**src/rtl/serial_nibble_rx_if.sv**
```systemverilog
// Serial receiver bus: line input plus the decoded nibble, status pulses and counters.
interface serial_nibble_rx_if #(
  parameter int unsigned NDATA = 4,
  parameter int unsigned NCNT  = 4
);
  logic             serial_in;
  logic [NDATA-1:0] data_out;
  logic             valid;
  logic             parity_err;
  logic             frame_err;
  logic             busy;
  logic [NCNT-1:0]  frame_count;
  logic [NCNT-1:0]  err_count;

  // Line driver / result consumer side
  modport master (
    output serial_in,
    input  data_out, valid, parity_err, frame_err, busy, frame_count, err_count
  );

  // Receiver side
  modport slave (
    input  serial_in,
    output data_out, valid, parity_err, frame_err, busy, frame_count, err_count
  );
endinterface

```
**src/rtl/serial_nibble_rx.sv**
```systemverilog
// Framed nibble receiver: start(0), NDATA data bits LSB-first, even parity, stop(1).
// One bit sampled per clk_2 edge; all outputs registered.
module serial_nibble_rx #(
  parameter int unsigned NDATA = 4,
  parameter int unsigned NCNT  = 4
) (
  input  logic             clk_2,
  input  logic             reset,
  serial_nibble_rx_if.slave bus
);

  localparam int unsigned CW = (NDATA > 1) ? $clog2(NDATA) : 1;

  typedef enum logic [2:0] {
    IDLE   = 3'd0,
    DATA   = 3'd1,
    PARITY = 3'd2,
    STOP   = 3'd3,
    HUNT   = 3'd4
  } state_t;

  state_t           r_state;
  logic [CW-1:0]    r_cnt;
  logic [NDATA-1:0] r_shift;
  logic             r_par;
  logic [NDATA-1:0] r_data_out;
  logic             r_valid;
  logic             r_parity_err;
  logic             r_frame_err;
  logic             r_busy;
  logic [NCNT-1:0]  r_frame_count;
  logic [NCNT-1:0]  r_err_count;

  logic             w_par_ok;
  logic [NCNT-1:0]  w_err_next;

  // Even parity across data and parity bit; error counter saturates at all-ones
  assign w_par_ok   = ~(^{r_shift, r_par});
  assign w_err_next = (r_err_count == {NCNT{1'b1}}) ? r_err_count : r_err_count + NCNT'(1);

  // Receiver FSM with registered outputs; pulses default low every cycle
  always_ff @(posedge clk_2) begin
    if (reset) begin
      r_state       <= IDLE;
      r_cnt         <= '0;
      r_shift       <= '0;
      r_par         <= 1'b0;
      r_data_out    <= '0;
      r_valid       <= 1'b0;
      r_parity_err  <= 1'b0;
      r_frame_err   <= 1'b0;
      r_busy        <= 1'b0;
      r_frame_count <= '0;
      r_err_count   <= '0;
    end else begin
      r_valid      <= 1'b0;
      r_parity_err <= 1'b0;
      r_frame_err  <= 1'b0;
      case (r_state)
        IDLE: begin
          if (!bus.serial_in) begin
            r_state <= DATA;
            r_cnt   <= '0;
            r_busy  <= 1'b1;
          end
        end
        DATA: begin
          r_shift[r_cnt] <= bus.serial_in;
          if (r_cnt == CW'(NDATA - 1)) begin
            r_state <= PARITY;
          end else begin
            r_cnt <= r_cnt + CW'(1);
          end
        end
        PARITY: begin
          r_par   <= bus.serial_in;
          r_state <= STOP;
        end
        STOP: begin
          if (bus.serial_in) begin
            r_state <= IDLE;
            r_busy  <= 1'b0;
            if (w_par_ok) begin
              r_data_out    <= r_shift;
              r_valid       <= 1'b1;
              r_frame_count <= r_frame_count + NCNT'(1);
            end else begin
              r_parity_err <= 1'b1;
              r_err_count  <= w_err_next;
            end
          end else begin
            // Bad stop bit: wait for the line to return high before re-arming
            r_state      <= HUNT;
            r_frame_err  <= 1'b1;
            r_parity_err <= ~w_par_ok;
            r_err_count  <= w_err_next;
          end
        end
        HUNT: begin
          if (bus.serial_in) begin
            r_state <= IDLE;
            r_busy  <= 1'b0;
          end
        end
        default: begin
          r_state <= IDLE;
          r_busy  <= 1'b0;
        end
      endcase
    end
  end

  assign bus.data_out    = r_data_out;
  assign bus.valid       = r_valid;
  assign bus.parity_err  = r_parity_err;
  assign bus.frame_err   = r_frame_err;
  assign bus.busy        = r_busy;
  assign bus.frame_count = r_frame_count;
  assign bus.err_count   = r_err_count;

endmodule

```
**src/flat_wrapper.sv**
```systemverilog
// flat-port wrapper written by rule: the top's interface ports become plain ports
module serial_nibble_rx_flat 
#(
  parameter int unsigned NDATA = 4,
  parameter int unsigned NCNT  = 4
)
  (clk_2, reset, bus_serial_in, bus_data_out, bus_valid, bus_parity_err, bus_frame_err, bus_busy, bus_frame_count, bus_err_count);
  serial_nibble_rx_if #(.NDATA(NDATA), .NCNT(NCNT)) bus_i ();
  input  logic clk_2;
  input  logic reset;
  input wire logic [$bits(bus_i.serial_in)-1:0] bus_serial_in;
  output wire logic [$bits(bus_i.data_out)-1:0] bus_data_out;
  output wire logic [$bits(bus_i.valid)-1:0] bus_valid;
  output wire logic [$bits(bus_i.parity_err)-1:0] bus_parity_err;
  output wire logic [$bits(bus_i.frame_err)-1:0] bus_frame_err;
  output wire logic [$bits(bus_i.busy)-1:0] bus_busy;
  output wire logic [$bits(bus_i.frame_count)-1:0] bus_frame_count;
  output wire logic [$bits(bus_i.err_count)-1:0] bus_err_count;
  assign bus_i.serial_in = bus_serial_in;
  assign bus_data_out = bus_i.data_out;
  assign bus_valid = bus_i.valid;
  assign bus_parity_err = bus_i.parity_err;
  assign bus_frame_err = bus_i.frame_err;
  assign bus_busy = bus_i.busy;
  assign bus_frame_count = bus_i.frame_count;
  assign bus_err_count = bus_i.err_count;
  serial_nibble_rx #(.NDATA(NDATA), .NCNT(NCNT)) u_core (.clk_2(clk_2), .reset(reset), .bus(bus_i));
endmodule
```
**config.mk**
```make
export PLATFORM = sky130hd
export DESIGN_NAME = serial_nibble_rx_flat
export DESIGN_NICKNAME = d
export VERILOG_FILES = /design/src/rtl/serial_nibble_rx_if.sv /design/src/rtl/serial_nibble_rx.sv /design/src/flat_wrapper.sv
export SDC_FILE = /design/constraint.sdc
export NUM_CORES = 1
export LEC_CHECK = 0
export CORE_ASPECT_RATIO = 0.7
export CORE_UTILIZATION = 57
export DETAILED_ROUTE_END_ITERATION = 8
export GPL_ROUTABILITY_DRIVEN = 1
export HOLD_SLACK_MARGIN = 0.15
export PLACE_DENSITY = 0.83
export SLEW_MARGIN = 40
export SYNTH_ARGS = -nofsm -noshare
export SYNTH_HDL_FRONTEND = slang
export SYNTH_SLANG_ARGS = --single-unit
```
**constraint.sdc**
```tcl
create_clock -name clk_2 -period 3.1 [get_ports clk_2]
set_input_delay 0.31 -clock clk_2 [delete_from_list [all_inputs] [get_ports clk_2]]
set_output_delay 0.31 -clock clk_2 [all_outputs]
set_load 0.005 [all_outputs]
```
== Yosys cells after proc, flatten, opt, wreduce, memory -nomap -nowiden ==
Index checks and enable logic that the tools add are counted.

* Add/subtract/negate cells: 3
* $mul: 0
* Divide/modulo/power cells: 0
* $lt $le $gt $ge: 2
* Eq/ne operators: 12
* Shift operators: 0
* Mux-type cells: 21
* Bitwise logic cells: 4
* Reductions and logical operators: 13

{| class="wikitable"
|+ Operators with widths
! kind !! count
|-
| 3-bit case mux with 5 select lines || 1
|-
| 3-bit 2-to-1 mux || 4
|-
| 4-bit 2-to-1 mux || 3
|-
| 3-bit AND reduction || 4
|-
| 4-bit by 1-bit adder with 4-bit output (second input constant) || 2
|-
| 1-bit 2-to-1 mux || 7
|-
| 3-bit by 2-bit equality test with 1-bit output (second input constant) || 2
|-
| 2-bit by 1-bit != test with 1-bit output (second input constant) || 3
|-
| 2-bit != test (second input constant) || 3
|-
| 2-bit OR reduction || 3
|-
| 5-bit XOR reduction || 1
|-
| 4-bit bitwise mux || 1
|-
| 4-bit equality test (second input constant) || 1
|-
| 2-bit 2-to-1 mux || 2
|-
| 1-bit NOT || 4
|-
| 2-bit case mux with 2 select lines || 1
|-
| 3-bit by 1-bit equality test with 1-bit output (second input constant) || 1
|-
| 3-bit equality test (second input constant) || 1
|-
| 3-bit zero test || 1
|-
| 2-bit by 3-bit less-than comparator with 1-bit output (second input constant) || 1
|-
| 1-bit case mux with 3 select lines || 1
|-
| 3-bit OR reduction || 1
|-
| 2-bit by 1-bit adder with 2-bit output (second input constant) || 1
|-
| 1-bit demux with 2-bit select || 1
|-
| 5 further kinds || 5
|}

* Bits in registers: 26
* Latch bits: 0
* Bits in writable memories: 0
* ROM bits: 0
* Input port bits: 3
* Output and inout port bits: 16
* Logic and storage cells: 66
* Memories: 0

== Longest topological paths before layout ==
Gate-level depths: netlist of run 1.

* Depth in word-level cells: 5
* Gate-level depth with buffers: 6
* Gate-level depth less buffers: 5

== Worst setup path before layout of run 1 ==
No wires, ideal clock.

* Path kind: register -> register
* Start: register u_core.r_shift[0]
* End: register u_core.r_frame_count[0] (netlist: u_core.bus.frame_count[0])
* Setup time: 121 ps
* Arrival: 1619 ps
* Data required time: 2979 ps
* Path slack: 1361 ps
* Stages on the path, launching flop included: 5
* Buffers on the path: 0
* Period minus slack after synthesis: 1739 ps
* Cell sequence: dfxtp_1 -> xnor3_2 -> xor2_4 -> nor3_1 -> mux2_2

* Cells in the longest elaborated chain, start to end: 3

{| class="wikitable"
|+ Ends and longest elaborated chain
! item !! line !! RTL
|-
| start: declaration || serial_nibble_rx.sv:24 || <nowiki>logic [NDATA-1:0] r_shift;</nowiki>
|-
| start signal: indexed assignment || serial_nibble_rx.sv:68 || <nowiki>r_shift[r_cnt] <= bus.serial_in;</nowiki>
|-
| 5-bit XOR reduction || serial_nibble_rx.sv:38 || <nowiki>assign w_par_ok = ~(^{r_shift, r_par});</nowiki>
|-
| 1-bit NOT (no line) || -- ||
|-
| 3-bit AND reduction (no line) || -- ||
|-
| end signal: assignment || serial_nibble_rx.sv:86 || <nowiki>r_frame_count <= r_frame_count + NCNT'(1);</nowiki>
|-
| end: declaration || serial_nibble_rx.sv:31 || <nowiki>logic [NCNT-1:0] r_frame_count;</nowiki>
|}

No other way between the ends.
A chain may end at the register's enable or synchronous reset.

== Final worst setup path of run 1 ==
* Start: register u_core.r_shift[0]
* End: register u_core.r_err_count[3] (netlist: u_core.bus.err_count[3])

* Cells in the longest elaborated chain, start to end: 3

{| class="wikitable"
|+ Ends and longest elaborated chain
! item !! line !! RTL
|-
| 5-bit XOR reduction || serial_nibble_rx.sv:38 ||
|-
| 2-bit by 1-bit != test with 1-bit output (no line) || -- ||
|-
| 2-bit AND reduction (no line) || -- ||
|-
| end signal: assignment || serial_nibble_rx.sv:89 || <nowiki>r_err_count <= w_err_next;</nowiki>
|-
| end signal: assignment || serial_nibble_rx.sv:96 || <nowiki>r_err_count <= w_err_next;</nowiki>
|-
| end: declaration || serial_nibble_rx.sv:32 || <nowiki>logic [NCNT-1:0] r_err_count;</nowiki>
|}

No other way between the ends.

==> reports/results.txt, run 1 <==
Non-Filler Instances -> 188
Hold Crit Depth -> 2
area grow syn2layout -> 16.9%
CTS tree -> done
PD cells -> 367 nW/um^2
RSZ-0062 raised after global routing -> false
CTS buffer count -> 3
initial antenna violation count -> 0
Slew HR -> 65.3%
clock-pin slew of the registers on the worst-case setup and hold paths -> 0.13 ns
final hold slack -> 0.444 ns
Initial Utilization -> 61.2%
Worst Hold Class -> in2reg
Die X -> 59.7 microns
Synth Flop Type -> dfxtp_1
setup TNS -> 0 ns
Final period util -> 60.0%
post-synthesis register bit count -> 26
crit path capture type -> register
routability cong. -> 0.915
CP max FO -> 9
Clk Tree Root Cell -> clkbuf_4
placed instance area -> 1520 sq um
Crit path arrival time -> 2.09 ns
antenna cell count -> 0
Clock Skews -> 0.00398 ns
hold path endpoint -> u_core.bus.busy$_SDFFE_PP0P_
EDFF count, synth -> 0
WL per Instance -> 14.2 microns
final WL -> 2.67 mm
Residual DRC -> 0
row count -> 14
Total Routing Usage GR -> 24.0%
DP Cell Count -> 184
Distinct cells, synth -> 33
largest net degree at the start of global routing -> 31
setup bufs post-CTS -> 0
Cell Area, Synth -> 1330 sq um
register area share after synthesis -> 39.2%
# IOs -> 19
Req. time, crit path -> 3.33 ns
Post-synth top cells -> dfxtp_1 (26), nor2_1 (18), a21oi_1 (10), nand2_1 (8)
clk_lat worst skew -> 0.32 ns
syn_nets -> 150
Reg2Reg Setup Slack -> 1.24 ns
f_max -> 538 MHz
hold_sp -> reset
post-DP HPWL -> 1.95 mm
initial DRC count -> 60
multi-input logic area -> 752 sq um
clock sinks -> 26
reg-to-reg startpoint -> u_core.r_shift[0]$_SDFFE_PP0P_
Worst Reg2Reg Path Length in Cells -> 4
grt ovf -> 0
Final Max Slew Viols -> 0
H-tree levels -> 1
Syn Area/Cell -> 9.42 sq um
CTS resizes -> 0
hold_buf cts -> 0
routed vias -> 1085
asr flop ratio synth -> 0%
first-pass GRT wire length -> 4.54 mm
maxcap violations -> 0
Nets -> 166
Vias/cell -> 5.77
core area -> 2170 sq um
layout cells sized above 1 -> 10.9%
Fin. Hold Viols -> 0
Die Span Y -> 42.4 microns
Final Setup Violations -> 0
vias in the first global route -> 1001
RR Endpoint -> u_core.bus.err_count[3]$_SDFFE_PP0P_
Bufs on Longest Clock Path -> 2
# fillers -> 180
sequential cell area -> 520 sq um
Mapped Cells -> 141
cells taking the most area after synthesis -> dfxtp_1 (39%), ha_1 (5.6%), mux2i_1 (5.3%), nor2_1 (5.1%), xnor2_4 (4.1%)
number of routed nets with antenna violations -> 0
most common cell in the netlist -> dfxtp_1
Worst-Margin Slew -> 0.521 ns
IO buf count -> 18
First-pass DRT Iterations -> 4
outcome -> finished, final reports clean
critical path class -> reg2reg
post-synth top area cell -> dfxtp_1
crit start category -> register
die footprint -> 2530 sq um
Peak VDD IR -> 0.292 mV
Ys Warns -> 0
Lkg Pwr -> 0.000570 uW
Design Area, Final -> 1550 sq um
share of the synthesized area in the top cell type -> 39.2%
post-route total power -> 571 uW
minimum clock period after layout -> 1.86 ns
-- routing by layer --
layer / global-route usage (%) / part of all wire, %
met5: 0 / 0
met1: 32.4 / 46
met3: 6.48 / 6.3
met2: 38.4 / 47
met4: 5.12 / 0.60
-- cells by family (layout without fill, tap and decap cells) --
logic type | count (synthesis) | after routing | synth area share (%)
simple gates | 58 | 58 | 21.8
flops | 26 | 26 | 39.2
compound gates | 20 | 20 | 10.4
buf+inv | 14 | 29 | 4.24
mux | 12 | 12 | 10.1
fa+ha+maj | 7 | 7 | 6.40
xor+xnor | 4 | 4 | 8.00
-- state kept, by name, indices dropped and copies added (netlist names) --
signal	flops
u_core.bus.parity_err	1
u_core.bus.valid	1
u_core.bus.err_count	4
u_core.bus.frame_err	1
u_core.r_shift	4
u_core.r_par	1
u_core.bus.frame_count	4
u_core.bus.data_out	4
u_core.bus.busy	1
u_core.r_cnt	2
u_core.r_state	3
-- placed cells by master (no fill, tap or decap), drive strengths merged, types with 6 or more instances in the layout --
master,instances
dfxtp,26
ha,6
nand3,7
a21oi,11
nor2,18
nor3,7
nand4,7
clkdlybuf4s50,17
nand2,8
mux2i,7
-- through the flow --
step	util, %	setup WS, ns
floorplan	-	1.36
detailed placement	69.9	1.05
finish	71.5	1.24
global route	71.5	1.14
global placement	70.1	1.11
CTS	71.5	1.24
-- power by group --
part           internal (uW)  switching, uW  total (uW)
Clock                   71.9           96.9         169
Sequential               339           6.54         346
Combinational           21.5           35.2        56.7
-- worst max path at each step --
stage,from,end,slack (ns)
floorplan,u_core.r_shift[0]$_SDFFE_PP0P_,u_core.bus.frame_count[0]$_SDFFE_PP0P_,1.36
global placement,bus_serial_in,u_core.bus.frame_count[2]$_SDFFE_PP0P_,1.11
detailed placement,bus_serial_in,u_core.bus.frame_count[3]$_SDFFE_PP0P_,1.05
CTS,u_core.r_shift[0]$_SDFFE_PP0P_,u_core.bus.frame_count[3]$_SDFFE_PP0P_,1.24
global route,u_core.r_shift[0]$_SDFFE_PP0P_,u_core.bus.frame_count[2]$_SDFFE_PP0P_,1.14
finish,u_core.r_shift[0]$_SDFFE_PP0P_,u_core.bus.err_count[3]$_SDFFE_PP0P_,1.24
-- worst max-delay path: stages, from the launching register on --
cell and delay, ns:
dfxtp_1 0.39, xnor3_2 0.54, xnor2_4 0.24, a211oi_2 0.28, mux2_4 0.31
-- cell type report --
class,count,area share [%]
sequential,26,33.5
timing repair buffer,19,11.8
tap,32,2.58
multi-input combinational,101,48.4
clock buffer,4,2.33
inverter,6,1.45
No activity file was read; power rests on OpenSTA's default activity.
==> run 2: changes to the inputs <==
Settings changed: CORE_UTILIZATION 57 to 53, PLACE_DENSITY 0.83 to 0.78.
Clock period 3.1 ns to 1.9 ns, I/O delays scaled along.
==> reports/results.txt, run 2 (synthesis gave the netlist of run 1 again) <==
vias in the first global route -> 967 (was 1001)
first-pass GRT wire length -> 4.37 mm (was 4.54 mm)
H-tree levels -> 1 (unchanged)
final WL -> 2.62 mm (was 2.67 mm)
Final Worst Setup Slack -> 0.0549 ns (was 1.24 ns)
PD cells -> 644 nW/um^2 (was 367 nW/um^2)
most frequent cells in the layout -> dfxtp_1 (26), nor2_1 (18), clkdlybuf4s50_1 (18), a21oi_1 (10), nand2_1 (8) (was dfxtp_1 (26), nor2_1 (18), clkdlybuf4s50_1 (17), a21oi_1 (10), nand2_1 (8))
clock-pin slew of the registers on the worst-case setup and hold paths -> 0.13 ns (about the same)
setup TNS -> 0 ns (unchanged)
routability cong. -> 0.807 (was 0.915)
CP bufs+invs -> 0 (unchanged)
number of routed nets with antenna violations -> 0 (unchanged)
CTS resizes -> 0 (unchanged)
Total Routing Usage GR -> 22.0% (was 24.0%)
crit start category -> register (unchanged)
initial DRC count -> 96 (was 60)
RSZ-0062 raised after global routing -> false (unchanged)
Residual DRC -> 0 (unchanged)
Die Span Y -> 43.9 microns (was 42.4 microns)
Worst path max stage delay -> 0.54 ns (about the same)
core area -> 2260 sq um (was 2170 sq um)
routed vias -> 1066 (was 1085)
clk_lat worst skew -> 0.33 ns (was 0.32 ns)
post-route total power -> 1040 uW (was 571 uW)
CP max FO -> 9 (unchanged)
Die X -> 61.8 microns (was 59.7 microns)
row count -> 14 (unchanged)
Slowest-stage cell, CP -> xnor3_2 (unchanged)
Nets -> 172 (was 166)
Worst-Margin Slew -> 0.410 ns (was 0.521 ns)
minimum clock period after layout -> 1.85 ns (was 1.86 ns)
Peak VDD IR -> 0.402 mV (was 0.292 mV)
IO buf count -> 18 (unchanged)
critical path class -> reg2reg (unchanged)
Final Setup Violations -> 0 (unchanged)
Worst Hold Class -> reg2reg (was in2reg)
Post-Place Setup Slack -> 0.0763 ns (was 1.05 ns)
clock sinks -> 26 (unchanged)
maxcap violations -> 0 (unchanged)
placed instance area -> 1570 sq um (was 1520 sq um)
hold_buf cts -> 0 (unchanged)
grt ovf -> 0 (unchanged)
outcome -> finished, final reports clean (unchanged)
Final period util -> 97.1% (was 60.0%)
area grow syn2layout -> 21.9% (was 16.9%)
Design Area, Final -> 1620 sq um (was 1550 sq um)
First-pass DRT Iterations -> 4 (unchanged)
CTS tree -> done (unchanged)
Fin. Hold Viols -> 0 (unchanged)
Lkg Pwr -> 0.000607 uW (was 0.000570 uW)
most common cell after layout, fill and taps aside -> dfxtp_1 (unchanged)
crit path capture type -> register (unchanged)
WL per Instance -> 13.5 microns (was 14.2 microns)
Clock Skews -> 0.00792 ns (was 0.00398 ns)
Req. time, crit path -> 2.13 ns (was 3.33 ns)
layout cells sized above 1 -> 13.6% (was 10.9%)
antenna cell count -> 0 (unchanged)
Crit path arrival time -> 2.07 ns (was 2.09 ns)
Vias/cell -> 5.49 (was 5.77)
post-DP HPWL -> 1.90 mm (was 1.95 mm)
Clk Tree Root Cell -> clkbuf_4 (unchanged)
CTS buffer count -> 3 (unchanged)
Slew HR -> 72.5% (was 65.3%)
CP delay by family, top -> XOR/XNOR gates (unchanged)
f_max -> 542 MHz (was 538 MHz)
Bufs on Longest Clock Path -> 2 (unchanged)
Final Max Slew Viols -> 0 (unchanged)
initial antenna violation count -> 0 (unchanged)
# IOs -> 19 (unchanged)
largest net degree at the start of global routing -> 31 (unchanged)
die footprint -> 2710 sq um (was 2530 sq um)
Initial Utilization -> 58.8% (was 61.2%)
setup bufs post-CTS -> 0 (unchanged)
cells along the critical path -> xnor3_2 -> xnor2_4 -> a211oi_2 -> mux2_4 (unchanged)
## run 2: layer usage
metal  vias to the layer above  GRT usage, %  share of wire (%)
met4                         0          2.67               0.31
met2                        22          34.6                 44
met1                       498          30.4                 52
li1                        544             -                  -
met3                         2          7.16                4.4
met5                         -             0                  0
## run 2: final cells by class
type,count,area (sq um)
clock buffer,3,22.5
clock inverter,1,30.0
fill,148,639
inverter,6,22.5
multi-input combinational,101,752
sequential,26,520
tap,32,40.0
timing repair buffer,25,233
## run 2: through the flow
stage | util [%] | std cells | hold WS (ns)
after CTS | 71.7 | 194 | 0.486
after global routing | 71.7 | 194 | 0.499
after floorplan | - | 141 | 0.430
after detailed placement | 69.4 | 190 | 0.467
after global placement | 69.4 | 190 | 0.462
final | 71.7 | 194 | 0.485
## run 2: report_power, final
| group | internal (uW) | switching (uW) |
|---|---|---|
| Sequential | 553 | 7.48 |
| Combinational | 41.8 | 60.7 |
| Clock | 213 | 167 |
| Total | 809 | 235 |
## run 2: tightest hold or removal path: cells and delay by family (launching register included)
| kind | cells | cell delay (ns) |
|---|---|---|
| flops | 1 | 0.33 |
| compound gates | 2 | 0.12 |
## run 2: final timing paths
| path | from | end | slack, ns | cells after the start |
|---|---|---|---|---|
| max | u_core.r_shift[1]$_SDFFE_PP0P_ | u_core.bus.err_count[3]$_SDFFE_PP0P_ | 0.05 | 4 |
| min | u_core.bus.data_out[1]$_SDFFE_PP0P_ | u_core.bus.data_out[1]$_SDFFE_PP0P_ | 0.49 | 2 |
| max reg2reg | u_core.r_shift[1]$_SDFFE_PP0P_ | u_core.bus.err_count[3]$_SDFFE_PP0P_ | 0.05 | 4 |
| min reg2reg | u_core.bus.data_out[1]$_SDFFE_PP0P_ | u_core.bus.data_out[1]$_SDFFE_PP0P_ | 0.49 | 2 |
